===== config.mk =====
export PLATFORM = sky130hd
export DESIGN_NAME = apb_to_uart
export DESIGN_NICKNAME = d
export VERILOG_FILES = /design/src/rtl/apb_to_uart_pkg.sv /design/src/rtl/uart_fifo.sv /design/src/rtl/apb_to_uart.sv
export SDC_FILE = /design/constraint.sdc
export NUM_CORES = 1
export LEC_CHECK = 0
export CORE_ASPECT_RATIO = 0.75
export CORE_MARGIN = 2
export CORE_UTILIZATION = 35
export DETAILED_ROUTE_END_ITERATION = 7
export PLACE_DENSITY = 0.64
export REMOVE_ABC_BUFFERS = 1
export SLEW_MARGIN = 30
export SYNTH_ARGS = -nofsm -noshare
export SYNTH_HDL_FRONTEND = slang
export SYNTH_SLANG_ARGS = --single-unit

===== constraint.sdc =====
create_clock -name clk -period 3.97 [get_ports clk]
set_input_delay 0.5955 -clock clk [delete_from_list [all_inputs] [get_ports clk]]
set_output_delay 0.5955 -clock clk [all_outputs]
set_load 0.01 [all_outputs]

===== src/rtl/apb_to_uart_pkg.sv =====
// rtl/apb_to_uart_pkg.sv - shared register indices, status bit positions and FSM state types
package apb_to_uart_pkg;

    localparam logic [1:0] REG_TX      = 2'd0;
    localparam logic [1:0] REG_RX_STAT = 2'd1;
    localparam logic [1:0] REG_RX_DATA = 2'd2;
    localparam logic [1:0] REG_CTRL    = 2'd3;

    localparam int ST_AEMPTY  = 0;
    localparam int ST_EMPTY   = 1;
    localparam int ST_AFULL   = 2;
    localparam int ST_FULL    = 3;
    localparam int ST_OVERRUN = 4;

    typedef enum logic [1:0] {TX_IDLE, TX_START, TX_DATA, TX_STOP} tx_state_t;
    typedef enum logic [1:0] {RX_IDLE, RX_START, RX_DATA, RX_STOP} rx_state_t;

    // One-hot fill level; counts between the named levels report 0.
    function automatic logic [3:0] fifo_status(input int unsigned cnt, input int unsigned depth);
        logic [3:0] s;
        s            = '0;
        s[ST_FULL]   = (cnt == depth);
        s[ST_AFULL]  = (cnt == depth - 1);
        s[ST_EMPTY]  = (cnt == 0);
        s[ST_AEMPTY] = (cnt == 1);
        return s;
    endfunction

endpackage


===== src/rtl/uart_fifo.sv =====
// rtl/uart_fifo.sv - synchronous FIFO with occupancy count
// Ports: clk, arst (async, active-high); wr_en/wr_data push; rd_en pops;
//        rd_data shows the head entry; count/full/empty report occupancy.
// A pop and a push in the same cycle are both honoured even when full.
module uart_fifo #(
    parameter int DEPTH = 16,
    parameter int WIDTH = 8
) (
    input  logic                   clk,
    input  logic                   arst,
    input  logic                   wr_en,
    input  logic [WIDTH-1:0]       wr_data,
    input  logic                   rd_en,
    output logic [WIDTH-1:0]       rd_data,
    output logic [$clog2(DEPTH):0] count,
    output logic                   full,
    output logic                   empty
);
    localparam int AW = $clog2(DEPTH);

    logic [WIDTH-1:0] mem [DEPTH];
    logic [AW-1:0]    wr_ptr, rd_ptr;
    logic [AW:0]      cnt;
    logic             do_push, do_pop;

    assign full    = (cnt == (AW+1)'(DEPTH));
    assign empty   = (cnt == '0);
    assign do_pop  = rd_en & ~empty;
    assign do_push = wr_en & (~full | do_pop);
    assign rd_data = mem[rd_ptr];
    assign count   = cnt;

    always_ff @(posedge clk or posedge arst) begin
        if (arst) begin
            wr_ptr <= '0;
            rd_ptr <= '0;
            cnt    <= '0;
        end else begin
            if (do_push) wr_ptr <= wr_ptr + AW'(1);
            if (do_pop)  rd_ptr <= rd_ptr + AW'(1);
            if (do_push && !do_pop)      cnt <= cnt + (AW+1)'(1);
            else if (do_pop && !do_push) cnt <= cnt - (AW+1)'(1);
        end
    end

    always_ff @(posedge clk) begin
        if (do_push) mem[wr_ptr] <= wr_data;
    end

endmodule


===== src/rtl/apb_to_uart.sv =====
// rtl/apb_to_uart.sv - APB slave bridging to an 8N1 UART with TX/RX FIFOs
// Ports: clk, arst (async, active-high); rx/tx serial lines (idle high);
//        APB slave paddr/pprot/psel/penable/pwrite/pwdata/pstrb -> pready/prdata/pslverr.
// Registers (byte offset from BASE_ADDR): 0 TX status / TX push, 1 RX status
// (bit4 sticky overrun, read-to-clear), 2 RX data pop, 3 control (loopback).
// Build option UART_LOOPBACK_EN: enables the control register and TX->RX loopback;
// without it offset 3 returns an error.
module apb_to_uart
    import apb_to_uart_pkg::*;
#(
    parameter logic [31:0] BASE_ADDR  = 32'd0,
    parameter int          FIFO_DEPTH = 16,
    parameter int          BAUDRATE   = 9600,
    parameter int          CLK_FREQ   = 100000000
) (
    input  logic        clk,
    input  logic        arst,
    input  logic        rx,
    output logic        tx,
    input  logic [31:0] paddr,
    input  logic [2:0]  pprot,
    input  logic        psel,
    input  logic        penable,
    input  logic        pwrite,
    input  logic [31:0] pwdata,
    input  logic [3:0]  pstrb,
    output logic        pready,
    output logic [31:0] prdata,
    output logic        pslverr
);
    localparam int          DIV       = CLK_FREQ / BAUDRATE;
    localparam logic [31:0] DIV_LAST  = 32'(DIV - 1);
    localparam logic [31:0] HALF_LAST = 32'(DIV / 2 - 1);
    localparam int          CW        = $clog2(FIFO_DEPTH) + 1;

    logic unused_ok;
    assign unused_ok = ^{pprot, pstrb, pwdata[31:8]};

    // ---------------- APB decode ----------------
    logic [31:0] off, rdata;
    logic [1:0]  idx;
    logic        access, in_range, err;
    logic        tx_push, rx_pop, ovr_clr, overrun, ovr_set;
    logic [7:0]  tx_fdata, rx_fdata, rx_byte;
    logic [CW-1:0] tx_count, rx_count;
    logic        tx_full, tx_empty, tx_pop, rx_full, rx_empty, rx_push;
    logic [3:0]  tx_stat, rx_stat;
    logic        rx_src, tx_line;

    assign off      = paddr - BASE_ADDR;
    assign idx      = off[1:0];
    assign in_range = (off < 32'd4);
    assign access   = psel & penable;
    assign tx_stat  = fifo_status(int'(tx_count), FIFO_DEPTH);
    assign rx_stat  = fifo_status(int'(rx_count), FIFO_DEPTH);

`ifdef UART_LOOPBACK_EN
    logic loopback;
`endif

    always_comb begin
        rdata = '0;
        err   = 1'b0;
        if (!in_range) begin
            err = 1'b1;
        end else begin
            case (idx)
                REG_TX:      if (pwrite) err = tx_full; else rdata = {28'd0, tx_stat};
                REG_RX_STAT: if (pwrite) err = 1'b1;    else rdata = {27'd0, overrun, rx_stat};
                REG_RX_DATA: if (pwrite || rx_empty) err = 1'b1; else rdata = {24'd0, rx_fdata};
                REG_CTRL: begin
`ifdef UART_LOOPBACK_EN
                    if (!pwrite) rdata = {31'd0, loopback};
`else
                    err = 1'b1;
`endif
                end
                default: err = 1'b1;
            endcase
        end
    end

    assign pready  = 1'b1;
    assign prdata  = access ? rdata : 32'd0;
    assign pslverr = access & err;
    assign tx_push = access & in_range & ~err & pwrite  & (idx == REG_TX);
    assign rx_pop  = access & in_range & ~err & ~pwrite & (idx == REG_RX_DATA);
    assign ovr_clr = access & in_range & ~pwrite & (idx == REG_RX_STAT);

`ifdef UART_LOOPBACK_EN
    always_ff @(posedge clk or posedge arst) begin
        if (arst) loopback <= 1'b0;
        else if (access & in_range & ~err & pwrite & (idx == REG_CTRL)) loopback <= pwdata[0];
    end
    assign rx_src = loopback ? tx_line : rx;
    assign tx     = loopback ? 1'b1 : tx_line;
`else
    assign rx_src = rx;
    assign tx     = tx_line;
`endif

    // Set wins over the clearing read so a same-cycle overrun is not lost.
    always_ff @(posedge clk or posedge arst) begin
        if (arst)         overrun <= 1'b0;
        else if (ovr_set) overrun <= 1'b1;
        else if (ovr_clr) overrun <= 1'b0;
    end

    uart_fifo #(.DEPTH(FIFO_DEPTH), .WIDTH(8)) u_tx_fifo (
        .clk(clk), .arst(arst), .wr_en(tx_push), .wr_data(pwdata[7:0]), .rd_en(tx_pop),
        .rd_data(tx_fdata), .count(tx_count), .full(tx_full), .empty(tx_empty)
    );

    uart_fifo #(.DEPTH(FIFO_DEPTH), .WIDTH(8)) u_rx_fifo (
        .clk(clk), .arst(arst), .wr_en(rx_push), .wr_data(rx_byte), .rd_en(rx_pop),
        .rd_data(rx_fdata), .count(rx_count), .full(rx_full), .empty(rx_empty)
    );

    // ---------------- TX ----------------
    tx_state_t   tx_state, tx_state_n;
    logic [31:0] tx_cnt, tx_cnt_n;
    logic [2:0]  tx_bit, tx_bit_n;
    logic [7:0]  tx_sh, tx_sh_n;
    logic        tx_line_n;

    always_ff @(posedge clk or posedge arst) begin
        if (arst) begin
            tx_state <= TX_IDLE;
            tx_cnt   <= '0;
            tx_bit   <= '0;
            tx_sh    <= '0;
            tx_line  <= 1'b1;
        end else begin
            tx_state <= tx_state_n;
            tx_cnt   <= tx_cnt_n;
            tx_bit   <= tx_bit_n;
            tx_sh    <= tx_sh_n;
            tx_line  <= tx_line_n;
        end
    end

    // tx_line is registered: each state drives the level of the bit it is timing.
    always_comb begin
        tx_state_n = tx_state;
        tx_cnt_n   = tx_cnt + 32'd1;
        tx_bit_n   = tx_bit;
        tx_sh_n    = tx_sh;
        tx_line_n  = tx_line;
        tx_pop     = 1'b0;
        case (tx_state)
            TX_IDLE: begin
                tx_cnt_n  = '0;
                tx_line_n = 1'b1;
                if (!tx_empty) begin
                    tx_pop     = 1'b1;
                    tx_sh_n    = tx_fdata;
                    tx_line_n  = 1'b0;
                    tx_state_n = TX_START;
                end
            end
            TX_START: if (tx_cnt == DIV_LAST) begin
                tx_cnt_n   = '0;
                tx_bit_n   = '0;
                tx_line_n  = tx_sh[0];
                tx_state_n = TX_DATA;
            end
            TX_DATA: if (tx_cnt == DIV_LAST) begin
                tx_cnt_n = '0;
                if (tx_bit == 3'd7) begin
                    tx_line_n  = 1'b1;
                    tx_state_n = TX_STOP;
                end else begin
                    tx_bit_n  = tx_bit + 3'd1;
                    tx_sh_n   = {1'b0, tx_sh[7:1]};
                    tx_line_n = tx_sh[1];
                end
            end
            TX_STOP: if (tx_cnt == DIV_LAST) begin
                tx_cnt_n = '0;
                // Chain straight into the next start bit when data is waiting.
                if (!tx_empty) begin
                    tx_pop     = 1'b1;
                    tx_sh_n    = tx_fdata;
                    tx_line_n  = 1'b0;
                    tx_state_n = TX_START;
                end else begin
                    tx_line_n  = 1'b1;
                    tx_state_n = TX_IDLE;
                end
            end
            default: tx_state_n = TX_IDLE;
        endcase
    end

    // ---------------- RX ----------------
    rx_state_t   rx_state, rx_state_n;
    logic [31:0] rx_cnt, rx_cnt_n;
    logic [2:0]  rx_bit, rx_bit_n;
    logic [7:0]  rx_byte_n;
    logic        rx_meta, rx_s, rx_prev;

    always_ff @(posedge clk or posedge arst) begin
        if (arst) begin
            rx_meta  <= 1'b1;
            rx_s     <= 1'b1;
            rx_prev  <= 1'b1;
            rx_state <= RX_IDLE;
            rx_cnt   <= '0;
            rx_bit   <= '0;
            rx_byte  <= '0;
        end else begin
            rx_meta  <= rx_src;
            rx_s     <= rx_meta;
            rx_prev  <= rx_s;
            rx_state <= rx_state_n;
            rx_cnt   <= rx_cnt_n;
            rx_bit   <= rx_bit_n;
            rx_byte  <= rx_byte_n;
        end
    end

    always_comb begin
        rx_state_n = rx_state;
        rx_cnt_n   = rx_cnt + 32'd1;
        rx_bit_n   = rx_bit;
        rx_byte_n  = rx_byte;
        rx_push    = 1'b0;
        ovr_set    = 1'b0;
        case (rx_state)
            RX_IDLE: begin
                rx_cnt_n = '0;
                if (rx_prev && !rx_s) rx_state_n = RX_START;
            end
            // Half a bit in: still low means a real start bit, else a glitch.
            RX_START: if (rx_cnt == HALF_LAST) begin
                rx_cnt_n   = '0;
                rx_bit_n   = '0;
                rx_state_n = rx_s ? RX_IDLE : RX_DATA;
            end
            RX_DATA: if (rx_cnt == DIV_LAST) begin
                rx_cnt_n  = '0;
                rx_byte_n = {rx_s, rx_byte[7:1]};
                if (rx_bit == 3'd7) rx_state_n = RX_STOP;
                else                rx_bit_n   = rx_bit + 3'd1;
            end
            RX_STOP: if (rx_cnt == DIV_LAST) begin
                rx_cnt_n   = '0;
                rx_state_n = RX_IDLE;
                if (rx_s) begin
                    if (rx_full && !rx_pop) ovr_set = 1'b1;
                    else                    rx_push = 1'b1;
                end
            end
            default: rx_state_n = RX_IDLE;
        endcase
    end

endmodule


=== After elaboration in Yosys (flattened, before gate mapping) ===
Memory sizes are Yosys's and may differ from the RTL's.
Cells that the tools add are included.

* Add/subtract/negate cells: 12
* Order comparisons: 1
* Equality and inequality tests: 32
* Muxes and demuxes: 70
* Bitwise logic cells: 22
* Reduce and logical (&&, ||, !) cells: 33

{| class="wikitable"
|+ Operator list
! operator !! count
|-
| $mux 32 || 4
|-
| $pmux 32 s3 || 1
|-
| $add 32x1->32 const B || 2
|-
| $eq 32x14->1 const B || 2
|-
| $pmux 32 s2 || 1
|-
| $mux 8 || 6
|-
| $pmux 8 s3 || 2
|-
| $eq 32x13->1 const B || 1
|-
| $lt 32x3->1 const B || 1
|-
| $mux 1 || 26
|-
| $mux 5 || 5
|-
| $ne 2x2->1 const B || 12
|-
| $mux 2 || 11
|-
| $mux 3 || 6
|-
| $add 4x1->4 const B || 4
|-
| $pmux 2 s4 || 2
|-
| $and 1x1->1 || 14
|-
| $eq 2x2->1 const B || 6
|-
| $pmux 3 s2 || 2
|-
| $reduce_and 4->1 || 3
|-
| $add 5x1->5 const B || 2
|-
| $eq 5x1->1 const B || 2
|-
| $eq 5x4->1 const B || 2
|-
| $eq 5x5->1 const B || 2
|-
| 21 further kinds || 51
|}

* Flip-flop bits (word level): 121
* RAM bits: 256
* Output and inout bits: 35
* Memories kept: 2

{| class="wikitable"
|+ Memory list
! memory !! words !! bits a word !! rd ports !! clocked after memory_dff !! write ports !! RTL line !! text
|-
| u_rx_fifo.mem || 16 || 8 || 1 || 0 || 1 || uart_fifo.sv:21 || <nowiki>logic [WIDTH-1:0] mem [DEPTH];</nowiki>
|-
| u_tx_fifo.mem || 16 || 8 || 1 || 0 || 1 || uart_fifo.sv:21 ||
|}

=== Longest topological paths before layout ===
* Depth after elaboration: 20
* Gate-level depth with buffers: 13

=== Hierarchy ===
A second synthesis with hierarchy kept.

* Cell total of the unflattened synthesis: 1212
* Area, all modules: 16965.0 um^2

{| class="wikitable"
|+ By module, submodules not included
! module !! instances !! cells each !! area an instance (um^2) !! sequential area each (um^2)
|-
| uart_fifo (u_tx_fifo) || 1 || 320 || 5740.5 || 4169.0
|-
| uart_fifo (u_rx_fifo) || 1 || 324 || 5720.5 || 4169.0
|-
| apb_to_uart || 1 || 568 || 5504.0 || 2382.3
|}

=== Worst setup path before layout ===
Ideal clock, no wire load.

* Path type: register to register
* Start point: register u_rx_fifo.cnt[0], in the netlist u_rx_fifo.count[0]
* End point: register u_tx_fifo.cnt[3], in the netlist u_tx_fifo.count[3]
* Library setup time: 0.079 ns
* Data arrival time: 2.880 ns
* Data required time: 3.891 ns
* Setup slack: 1.010 ns
* Cell stages (with the launch flop): 13
* Path buffers: 3
* Cells stage by stage: dfrtp_1 inv_1 ha_1 or4b_1 a22o_1 and3_1 clkbuf_1 buf_2 ha_1 clkbuf_1 or4_1 a21oi_1 xor2_1

* Word-level cells in the longest chain between the ends: 13
* Elaborated cells on any way between the ends: 15

{| class="wikitable"
|+ Ends and longest elaborated chain
! item !! RTL line !! text
|-
| start: declaration || uart_fifo.sv:23 || <nowiki>logic [AW:0] cnt;</nowiki>
|-
| start signal: assignment || uart_fifo.sv:41 || <nowiki>if (do_push && !do_pop) cnt <= cnt + (AW+1)'(1);</nowiki>
|-
| start signal: assignment || uart_fifo.sv:42 || <nowiki>else if (do_pop && !do_push) cnt <= cnt - (AW+1)'(1);</nowiki>
|-
| $logic_not 5->1 * || uart_fifo.sv:27 || <nowiki>assign empty = (cnt == '0);</nowiki>
|-
| $logic_or 1x1->1 * || apb_to_uart.sv:70 || <nowiki>REG_RX_DATA: if (pwrite || rx_empty) err = 1'b1; else rdata = {24'd0, rx_fdata};</nowiki>
|-
| $mux 1 * || apb_to_uart.sv:70 ||
|-
| $pmux 1 s4 * || apb_to_uart.sv:67 || <nowiki>case (idx)</nowiki>
|-
| $mux 1 * || apb_to_uart.sv:64 || <nowiki>if (!in_range) begin</nowiki>
|-
| $not 1->1 * || apb_to_uart.sv:86 || <nowiki>assign tx_push = access & in_range & ~err & pwrite & (idx == REG_TX);</nowiki>
|-
| $and 1x1->1 * (3 in series) || apb_to_uart.sv:86 ||
|-
| $and 1x1->1 * || uart_fifo.sv:29 || <nowiki>assign do_push = wr_en & (~full | do_pop);</nowiki>
|-
| via u_tx_fifo.do_push || uart_fifo.sv:24 || <nowiki>logic do_push, do_pop;</nowiki>
|-
| $logic_not 1->1 || uart_fifo.sv:42 ||
|-
| $logic_and 1x1->1 || uart_fifo.sv:42 ||
|-
| $reduce_bool 2->1 (no line) || n/a ||
|-
| end signal: assignment || uart_fifo.sv:41 ||
|-
| end signal: assignment || uart_fifo.sv:42 ||
|-
| end: declaration || uart_fifo.sv:23 ||
|}

Mark *: on every way through the listed nets, which the timed path passes. The rest lies on a longest branch.
A chain may end at the register's enable or synchronous reset.

=== Final worst setup path ===
* Start point: register u_rx_fifo.rd_ptr[0]
* End point: output prdata[4]

* Word-level cells in the longest chain between the ends: 5

{| class="wikitable"
|+ Ends and longest elaborated chain
! item !! RTL line !! text
|-
| start: declaration || uart_fifo.sv:22 || <nowiki>logic [AW-1:0] wr_ptr, rd_ptr;</nowiki>
|-
| start signal: assignment || uart_fifo.sv:40 || <nowiki>if (do_pop) rd_ptr <= rd_ptr + AW'(1);</nowiki>
|-
| $mem_v2 16x8 || n/a ||
|-
| $mux 8 || apb_to_uart.sv:70 ||
|-
| $pmux 8 s3 || apb_to_uart.sv:67 ||
|-
| $mux 8 || apb_to_uart.sv:64 ||
|-
| $mux 32 || apb_to_uart.sv:84 || <nowiki>assign prdata = access ? rdata : 32'd0;</nowiki>
|-
| end: declaration || apb_to_uart.sv:28 || <nowiki>output logic [31:0] prdata,</nowiki>
|}

No other way between the ends.

==> metrics.txt <==
fillers=around 4300; Clock Tree Root=clkbuf_16; Slew headroom=46.5%; DP Worst Slack=399 ps; num ports=112; GR Util All Layers=between 10% and 20%; pin count of the biggest net entering global routing=70; Worst Hold Class=primary input to async pin; Starting DRT DRC Count=690; Resize count post-CTS=0; setup bufs post-CTS=0; share of the synthesized area in the top cell type=a little under half; post-synthesis mux area share=11.5%; critical-path maximum fanout=24; die extent in y=194 µm; FF/Latch Area=approximately 11000 µm²; Post-synth EDFFs=256; critical path class=register to output pin; area fraction in compound gates after synthesis=3.42%; area share of fa/ha/maj cells after synthesis=2.45%; Slew Limit Fails=0; Fin. Hold Viols=0; worst-case clock buffer depth=3; fmax=0.269 GHz; routability cong.=0.764; Synth Area in XOR/XNOR=under 10%; grt ovf=0; drt first pass iters=7; first-pass GRT wire length=53800 µm; clk_skew=30.3 ps; share of layout cells above drive strength 1=between 10 and 15%; clk slew on worst S/H paths=70 ps; vias in the first global route=9530; Startpoint Class=register; most frequent cell after synthesis=edfxtp_1; DR vias/cell=5.03; Top FF cell, synth=edfxtp_1; CP Launch Point=u_rx_fifo.rd_ptr[0]; min cycle time layout=~3700 ps; area occupied by multi-input gates=5650 µm²; Worst R2R End=u_tx_fifo.count[3]; synthesized area=around 17000 µm²; required time of the worst setup path=3370 ps; RSZ-0062 raised after global routing=no; crit path max-delay cell type=mux4_2; Synth area leaders=edfxtp_1 (46%), dfrtp_1 (17%), mux4_2 (7.1%); ys async rst share=about a third; Syn Inst Count=1159; cts hold-fix bufs=0; R2R setup slack=roughly 620 ps; main combinational cell family by area after synthesis=simple AND/OR/NAND/NOR gates; placed inst area=roughly 18000 µm²; Least-Margin Pin Slew=802 ps; # diodes=0; PortBufs=55; critical path endpoint category=output pin; H-tree depth=2; Crit Reg-Reg Startpoint=u_tx_fifo.count[0]; synth-to-layout area growth=14.2%; Crit path buffers/inverters=2; CTS Buf Count=36; Max VDD drop=~0.37 mV; initial antenna violation count=0; Hold WS=310 ps; # DRC=0; Nets=about 1300; post-route cell area=approximately 19000 µm²; HPWL Detailed=22300 µm; period utilisation layout=a little over nine tenths; Row Count=69; crit path to=prdata[4]; Synth Warn #=0; Die X=257 µm; Starting Density=between 30% and 40%; post-synthesis sequential area ratio=63.7%; synthesized area per cell=between 10 and 15 µm²; final setup TNS=0 ps; average wire per standard cell=17.9 µm; Post-DRT Antenna Nets=0; top cells by count, synth=edfxtp_1 (256), dfrtp_1 (117), nor2_1 (96); crit-path leading delay family=multiplexers; DRT Wirelength=33900 µm; Power Dens Cells=approximately 400 nW/µm²; synth unique cells=64; CTS Sinks=approximately 380; Clock Latency Late Sink=540 ps; register bit count reported by yosys=377; max_cap viols=0; CP Data Arrival Time=around 3100 ps; Core Util, Final=40.5%; CP dominant cell by count=mux4_2; R2R cell count=10; area share of and/or/nand/nor cells after synthesis=11.5%; crit path cell chain=buf_12 > mux4_2 > mux4_2 > a22o_1 > clkdlybuf4s50_1; status=complete, no violations; # setup viols final=0; number of cells on the critical path=5; setup ws final=251 ps; CTS tree=done; cell taking the most area after synthesis=edfxtp_1; Leak=0.00740 µW; DR vias=roughly 9500; slowest stage delay, CP=between 500 and 600 ps; core area=47400 µm²; die area=49900 µm²
==> where the power goes <==
| group | internal, µW | leakage (µW) | switching, µW |
|---|---|---|---|
| clock | 1950 | 0.000571 | 1480 |
| combinational | 84.2 | 0.00259 | 114 |
| sequential | 4210 | 0.00424 | 33.9 |
==> routing by layer <==
| metal | GRT usage [%] | routed length [µm] |
|---|---|---|
| met1 | 19.2 | 15800 |
| met2 | 21.3 | 15600 |
| met3 | 3.03 | 1840 |
| met4 | 3.36 | 629 |
| met5 | 0 | 0 |
==> worst min-delay path by stage <==
stage / slack (ps) / cells after the start / endpoint
floorplan: 350 / 0 / rx_s
global placement: 350 / 0 / rx_s
detailed placement: 350 / 0 / rx_s
CTS: 290 / 2 / rx_byte[0]
global route: 320 / 2 / rx_byte[0]
finish: 310 / 2 / rx_byte[0]
==> cells in the final DEF (no fill, tap or decap), types with 5 or more instances in the layout <==
| cell type | netlist | routed |
|---|---|---|
| a21oi_1 | 13 | 13 |
| a22o_1 | 5 | 5 |
| a22oi_1 | 16 | 16 |
| and2_1 | 8 | 8 |
| and3_1 | 49 | 49 |
| and4_1 | 8 | 8 |
| buf_4 | 32 | 15 |
| clkbuf_16 | 0 | 37 |
| clkdlybuf4s50_1 | 0 | 55 |
| clkinv_2 | 0 | 10 |
| conb_1 | 2 | 25 |
| dfrtp_1 | 117 | 115 |
| edfxtp_1 | 256 | 256 |
| ha_1 | 33 | 33 |
| inv_1 | 33 | 32 |
| mux2_2 | 28 | 28 |
| mux2i_1 | 41 | 41 |
| mux4_2 | 53 | 53 |
| nand2_1 | 44 | 44 |
| nand3_1 | 37 | 37 |
| nand4_1 | 24 | 24 |
| nor2_1 | 96 | 96 |
| nor2b_1 | 15 | 15 |
| nor3_1 | 18 | 18 |
| nor4_1 | 29 | 29 |
| o211ai_1 | 15 | 15 |
| o21ai_0 | 15 | 15 |
| xnor2_1 | 63 | 63 |
| xor2_1 | 17 | 17 |
==> logic make-up (layout without fill, tap and decap cells) <==
group                    Yosys count  in the layout
AND/OR/NAND/NOR                  357            357
XOR/XNOR                          80             80
other                              2             25
multiplexers                     123            123
adder cells (fa/ha/maj)           33             33
AO/OA/AOI/OAI                     82             82
buffers and inverters            105            173
flip-flops                       377            377
==> state kept, by name, summed over array words and instances (netlist names), 5 cells and up, named ones only <==
register / cells
u_rx_fifo.mem: 128
u_tx_fifo.mem: 128
rx_byte: 8
tx_sh: 8
u_rx_fifo.count: 5
u_tx_fifo.count: 5
rx_cnt: 32
tx_cnt: 32
==> per-stage QoR <==
stage                     instances  total power (µW)
after floorplan                1111              4420
after global placement         1824              4520
after detailed placement       1824              4530
after CTS                      1889              7960
after global routing           1889              8140
final                          1889              7880
==> layout make-up <==
type | count | share of cell area [%]
repair buffers | 74 | 3.87
multi-input cells | 700 | 29.4
inverters | 34 | 0.677
clock inverters | 22 | 1.04
flip-flops and latches | 377 | 55.8
clock buffers | 43 | 5.04
well taps | 639 | 4.16
No activity file was read; power rests on OpenSTA's default activity.
